`src/rtl/store_data_align.sv`:
```
// Store data alignment: places SB/SH/SW data into byte lanes with write enables,
// splitting word-crossing stores into two memory beats under valid/ready handshakes.
module store_data_align #(
    parameter bit          SPLIT_EN = 1'b1,
    parameter int unsigned CNT_W    = 16
) (
    input  logic             CPU_CLK,
    input  logic             CPU_RST_N,
    input  logic             ReqValid,
    output logic             ReqReady,
    input  logic [31:0]      ReqAddr,
    input  logic [31:0]      ReqData,
    input  logic [1:0]       StoreType,
    output logic             MemValid,
    input  logic             MemReady,
    output logic [29:0]      MemAddr,
    output logic [3:0]       MemWE,
    output logic [31:0]      MemWData,
    output logic             MisalignErr,
    output logic [CNT_W-1:0] SplitCnt
);
    localparam int unsigned DW  = 32;
    localparam int unsigned AW  = 30;
    localparam int unsigned BEW = 4;

    typedef enum logic [1:0] {S_IDLE, S_BEAT0, S_BEAT1} state_t;

    state_t           state_q, state_d;
    logic             mem_valid_q, mem_valid_d;
    logic [AW-1:0]    mem_addr_q, mem_addr_d;
    logic [BEW-1:0]   mem_we_q, mem_we_d;
    logic [DW-1:0]    mem_wdata_q, mem_wdata_d;
    logic [BEW-1:0]   hi_we_q, hi_we_d;
    logic [DW-1:0]    hi_wdata_q, hi_wdata_d;
    logic             misalign_err_q, misalign_err_d;
    logic [CNT_W-1:0] split_cnt_q, split_cnt_d;

    logic [BEW-1:0]   lanes;
    logic [DW-1:0]    data_m;
    logic [2*DW-1:0]  span;
    logic [2*BEW-1:0] mask;
    logic             accept, crossing, issue;

    // Decode the request into a two-word lane span and byte mask
    always_comb begin
        case (StoreType)
            2'b01:   lanes = 4'b0001;
            2'b10:   lanes = 4'b0011;
            2'b11:   lanes = 4'b1111;
            default: lanes = 4'b0000;
        endcase
        data_m   = ReqData & {{8{lanes[3]}}, {8{lanes[2]}}, {8{lanes[1]}}, {8{lanes[0]}}};
        span     = {32'b0, data_m} << {ReqAddr[1:0], 3'b000};
        mask     = {4'b0, lanes} << ReqAddr[1:0];
        accept   = ReqValid && (state_q == S_IDLE);
        crossing = |mask[7:4];
        issue    = accept && (StoreType != 2'b00) && (!crossing || SPLIT_EN);
    end

    assign ReqReady = (state_q == S_IDLE);

    always_ff @(posedge CPU_CLK or negedge CPU_RST_N) begin
        if (!CPU_RST_N) state_q <= S_IDLE;
        else            state_q <= state_d;
    end

    always_comb begin
        state_d = state_q;
        case (state_q)
            S_IDLE:  if (issue) state_d = S_BEAT0;
            S_BEAT0: if (MemReady) state_d = (hi_we_q != 4'b0) ? S_BEAT1 : S_IDLE;
            S_BEAT1: if (MemReady) state_d = S_IDLE;
            default: state_d = S_IDLE;
        endcase
    end

    always_comb begin
        mem_valid_d    = mem_valid_q;
        mem_addr_d     = mem_addr_q;
        mem_we_d       = mem_we_q;
        mem_wdata_d    = mem_wdata_q;
        hi_we_d        = hi_we_q;
        hi_wdata_d     = hi_wdata_q;
        misalign_err_d = 1'b0;
        split_cnt_d    = split_cnt_q;
        case (state_q)
            S_IDLE: begin
                if (issue) begin
                    mem_valid_d = 1'b1;
                    mem_addr_d  = ReqAddr[31:2];
                    mem_we_d    = mask[3:0];
                    mem_wdata_d = span[31:0];
                    hi_we_d     = mask[7:4];
                    hi_wdata_d  = span[63:32];
                end else if (accept && (StoreType != 2'b00) && crossing) begin
                    misalign_err_d = 1'b1;
                end
            end
            S_BEAT0: begin
                if (MemReady) begin
                    if (hi_we_q != 4'b0) begin
                        mem_addr_d  = mem_addr_q + AW'(1);
                        mem_we_d    = hi_we_q;
                        mem_wdata_d = hi_wdata_q;
                        if (split_cnt_q != {CNT_W{1'b1}}) split_cnt_d = split_cnt_q + CNT_W'(1);
                    end else begin
                        mem_valid_d = 1'b0;
                        mem_we_d    = 4'b0;
                        mem_wdata_d = 32'b0;
                    end
                end
            end
            S_BEAT1: begin
                if (MemReady) begin
                    mem_valid_d = 1'b0;
                    mem_we_d    = 4'b0;
                    mem_wdata_d = 32'b0;
                end
            end
            default: begin
                mem_valid_d = 1'b0;
                mem_we_d    = 4'b0;
                mem_wdata_d = 32'b0;
            end
        endcase
    end

    always_ff @(posedge CPU_CLK or negedge CPU_RST_N) begin
        if (!CPU_RST_N) begin
            mem_valid_q    <= 1'b0;
            mem_addr_q     <= '0;
            mem_we_q       <= '0;
            mem_wdata_q    <= '0;
            hi_we_q        <= '0;
            hi_wdata_q     <= '0;
            misalign_err_q <= 1'b0;
            split_cnt_q    <= '0;
        end else begin
            mem_valid_q    <= mem_valid_d;
            mem_addr_q     <= mem_addr_d;
            mem_we_q       <= mem_we_d;
            mem_wdata_q    <= mem_wdata_d;
            hi_we_q        <= hi_we_d;
            hi_wdata_q     <= hi_wdata_d;
            misalign_err_q <= misalign_err_d;
            split_cnt_q    <= split_cnt_d;
        end
    end

    assign MemValid    = mem_valid_q;
    assign MemAddr     = mem_addr_q;
    assign MemWE       = mem_we_q;
    assign MemWData    = mem_wdata_q;
    assign MisalignErr = misalign_err_q;
    assign SplitCnt    = split_cnt_q;
endmodule

```
`config.mk`:
```
export PLATFORM = sky130hd
export DESIGN_NAME = store_data_align
export DESIGN_NICKNAME = d
export VERILOG_FILES = /design/src/rtl/store_data_align.sv
export SDC_FILE = /design/constraint.sdc
export NUM_CORES = 1
export LEC_CHECK = 0
export BUFFER_PORTS_ARGS = -buffer_cell sky130_fd_sc_hd__clkbuf_2
export CORE_ASPECT_RATIO = 0.75
export CORE_UTILIZATION = 45
export DETAILED_ROUTE_END_ITERATION = 6
export PLACE_DENSITY = 0.72
export SYNTH_ARGS = -nofsm -noshare
export SYNTH_HDL_FRONTEND = slang
export SYNTH_SLANG_ARGS = --single-unit
```
`constraint.sdc`:
```
create_clock -name CPU_CLK -period 1.8 [get_ports CPU_CLK]
set_input_delay 0.09 -clock CPU_CLK [delete_from_list [all_inputs] [get_ports CPU_CLK]]
set_output_delay 0.09 -clock CPU_CLK [all_outputs]
set_load 0.02 [all_outputs]
```
==> results.sh <==
export IMPL_end_kind="register"
export IMPL_grt_pass1_wl_um=29900
export IMPL_synth_edf_count=0
export IMPL_crit_arrival_ns=2.13
export IMPL_avgViaCountPerCell=5.93
export IMPL_gp_congestion=0.850
export IMPL_ys_seq_area_share_pct=46.6
export IMPL_swShare_pct=40.9
export IMPL_r2r_start="hi_we_q[2]"
export IMPL_finalMaxSlewViolations=0
export IMPL_power_density_nw_per_um2=1520
export IMPL_synthArstFlopShare_pct=100
export IMPL_hold_depth=3
export IMPL_start_kind="register"
export IMPL_fin_area_um2=8490
export IMPL_row_count=36
export IMPL_max_freq_mhz=548
export IMPL_h_tree_depth=4
export IMPL_die_area_um2=14000
export IMPL_worstSetupPathType="register to register"
export IMPL_violations="negative hold slack, negative setup slack"
export IMPL_power_switching_w=0.00526
export IMPL_max_cap_violations=0
export IMPL_hold_viol=1
export IMPL_leakage_nw=3.96
export IMPL_synth_largest_area_cell="dfrtp_1"
export IMPL_yosys_warnings=0
export IMPL_syn2layout_area_growth_pct=39.9
export IMPL_rsz0062_at_grt="true"
export IMPL_clk_latency_ns=0.43
export IMPL_ys_seq_elements=113
export IMPL_drc=0
export IMPL_synth_flop_cell="dfrtp_1"
export IMPL_multi_input_area_um2=3230
export IMPL_critPathMaxStageDelay_ns=0.40
export IMPL_hold_path_class="input port to register"
export IMPL_hold_end="MemAddr[9]"
export IMPL_ios=155
export IMPL_grt_max_degree=59
export IMPL_cts_tree="yes"
export IMPL_vdd_drop_max_uv=972
export IMPL_antenna_found_initial=0
export IMPL_pwr_share_seq_pct=30.9
export IMPL_syn_area_per_cell_um2=9.35
export IMPL_wl_um=19700
export IMPL_core_um2=13100
export IMPL_synth_area_leaders="dfrtp_1, o21ai_0, nand2_1"
export IMPL_fillCellCount=1072
export IMPL_drtIter0Drc=502
export IMPL_track_usage_pct=28.3
export IMPL_skew_ns=0.00762
export IMPL_pwr_share_clk_pct=27.0
export IMPL_status="finished with violations"
export IMPL_clockRootBuffer="clkbuf_16"
export IMPL_holdCritStartpoint="ReqAddr[11]"
export IMPL_grt_pass1_vias=5749
export IMPL_die_h_um=103
export IMPL_yosysTopAreaCellShare_pct=46.6
export IMPL_synth_cell_area_um2=6070
export IMPL_reg2reg_depth=7
export IMPL_cp_cell_sequence="or3_4 > buf_6 > a32oi_4 > buf_6 > buf_12 > a21oi_2 > o22a_1"
export IMPL_diodes=0
export IMPL_cts_clk_slew_worst_paths_ns=0.06
export IMPL_portBuffers=154
export IMPL_setup_ws_ns=-0.0241
export IMPL_dr_pass1_iters=5
export IMPL_path_common_cell="buf_6"
export IMPL_fp_dieW_um=136
export IMPL_r2r_end="MemAddr[19]"
export IMPL_grt_overflow=0
export IMPL_fin_crit_ns=1.82
export IMPL_placed_cell_area_um2=7360
export IMPL_synth_nets=721
export IMPL_seqCellArea_um2=2830
export IMPL_postRouteAntennaNets=0
export IMPL_critical_path_buf_inv_count=3
export IMPL_whs_ns=-0.00460
export IMPL_cellInternalPower_w=0.00760
export IMPL_crit_family="buffers and inverters"
export IMPL_cts_made_buffers=17
export IMPL_vias=6171
export IMPL_avgRoutedWirePerCell_um=18.9
export IMPL_period_share_pct=101
export IMPL_crit_fanout=8
export IMPL_fin_setup_tns_ns=-0.0378
export IMPL_start_util_pct=46.5
export IMPL_cp_slowest_cell="or3_4"
export IMPL_finalNetCount=929
export IMPL_ys_types=61
export IMPL_syn_inst=649
export IMPL_cts_path_max_buffers=2
export IMPL_drive_above_1_share_pct=34.7
export IMPL_ff2ff_setup_slack_ns=-0.02
export IMPL_finalSetupViolCount=4
export IMPL_cts_sinks=113
export IMPL_comb_power_share_pct=42.1
export IMPL_dp_hpwl_um=13200
export IMPL_required_ns=2.11
## routing by layer
layer,part of all wire (%),global-route usage [%],up-vias
met1,45,40.6,2957
li1,-,-,2865
met4,1.9,12.1,0
met2,43,39.7,316
met5,0,0,-
met3,9.5,8.26,33
## metrics by stage
stage	util, %	total power, W	setup slack, ns	hold slack, ns	cells
floorplan	-	0.00688	-0.0710	-0.206	649
detailed placement	56.3	0.00886	-0.0939	0.0843	976
CTS	63.0	0.0125	-0.00311	0.000501	1031
global route	65.0	0.0135	-0.0539	0.0172	1041
finish	65.0	0.0129	-0.0241	-0.00460	1041
global placement	56.3	0.00868	0.00898	0.0742	976
## kinds of logic (layout without fill, tap and decap cells)
logic type | Yosys count | in the layout | synth area share (%)
AO/OA/AOI/OAI | 223 | 223 | 24.2
XOR/XNOR | 10 | 10 | 1.44
adder cells (fa/ha/maj) | 2 | 2 | 0.412
buffers and inverters | 49 | 270 | 3.50
flip-flops | 113 | 113 | 46.6
multiplexers | 17 | 17 | 2.99
other | 1 | 1 | 0.0618
AND/OR/NAND/NOR | 234 | 234 | 20.8
## cell usage after synthesis (all sizes together) (14+ instances only)
cell / n
dfrtp: 113
nand2: 71
a21oi: 48
nor2: 38
buf: 19
nand3: 23
nor3: 28
o21ai: 65
and3: 14
clkbuf: 26
a22o: 25
a22oi: 18
## cell usage in the layout (no fill, tap or decap), types with 5 or more instances in the layout
cell / n
xor2_1: 5
a22oi_1: 18
clkinv_2: 5
xnor2_1: 5
and2_1: 11
a2bb2oi_1: 5
nor3_1: 21
nand2_1: 69
mux2i_1: 8
clkbuf_16: 19
a21o_1: 5
dfrtp_1: 109
a21oi_2: 5
or3_1: 5
mux2_2: 8
buf_4: 45
o22ai_1: 11
dlygate4sd3_1: 20
and3b_1: 9
nand3_1: 20
and4_1: 5
a221o_1: 8
and3_1: 11
nor2_1: 35
clkbuf_2: 153
nand4_1: 13
a31oi_1: 6
o22a_1: 7
a21oi_1: 43
buf_12: 9
a22o_1: 25
o21ai_0: 62
## how the worst max path moves through the flow
stage | startpoint | to | slack [ns] | depth (start not counted)
floorplan | MemAddr[0] | MemAddr[26] | -0.07 | 7
global placement | MemAddr[0] | MemAddr[18] | 0.009 | 7
detailed placement | hi_we_q[2] | MemAddr[25] | -0.09 | 7
CTS | hi_we_q[0] | MemAddr[20] | -0.003 | 7
global route | hi_we_q[2] | MemAddr[23] | -0.05 | 7
finish | hi_we_q[2] | MemAddr[19] | -0.02 | 7
## worst min-delay path: stages
cell,delay [ns]
clkbuf_2,0.08
o22ai_1,0.07
a21oi_1,0.14
## state kept, by name (all words and copies together), names as in the netlist
register,flops
MisalignErr,1
hi_we_q,3
SplitCnt,16
MemAddr,30
MemWE,4
MemWData,32
state_q,2
MemValid,1
hi_wdata_q,24
## power groups by stage
stage,logic [W],clock network (W),registers [W]
finish,0.00542,0.00347,0.00397
global route,0.00584,0.00359,0.00405
CTS,0.00504,0.00349,0.00395
detailed placement,0.00487,0,0.00399
global placement,0.00474,0,0.00394
floorplan,0.00227,0,0.00461
## cell type report
class                      count  area share (%)
clock buffer                  18            5.17
clock inverter                14            1.93
inverter                       4           0.177
multi-input combinational    487            38.1
sequential                   113            33.4
tap                          171            2.52
timing repair buffer         234            18.8
## repair_timing
action	4_1_cts	5_1_grt
gates resized for setup	10	28
pin swaps	3	20
gates cloned	0	2
buffers inserted	3	8
hold buffers	20	0
setup endpoints to repair	13	51
endpoints found under the hold margin	60	0
No activity file was read; power rests on OpenSTA's default activity.
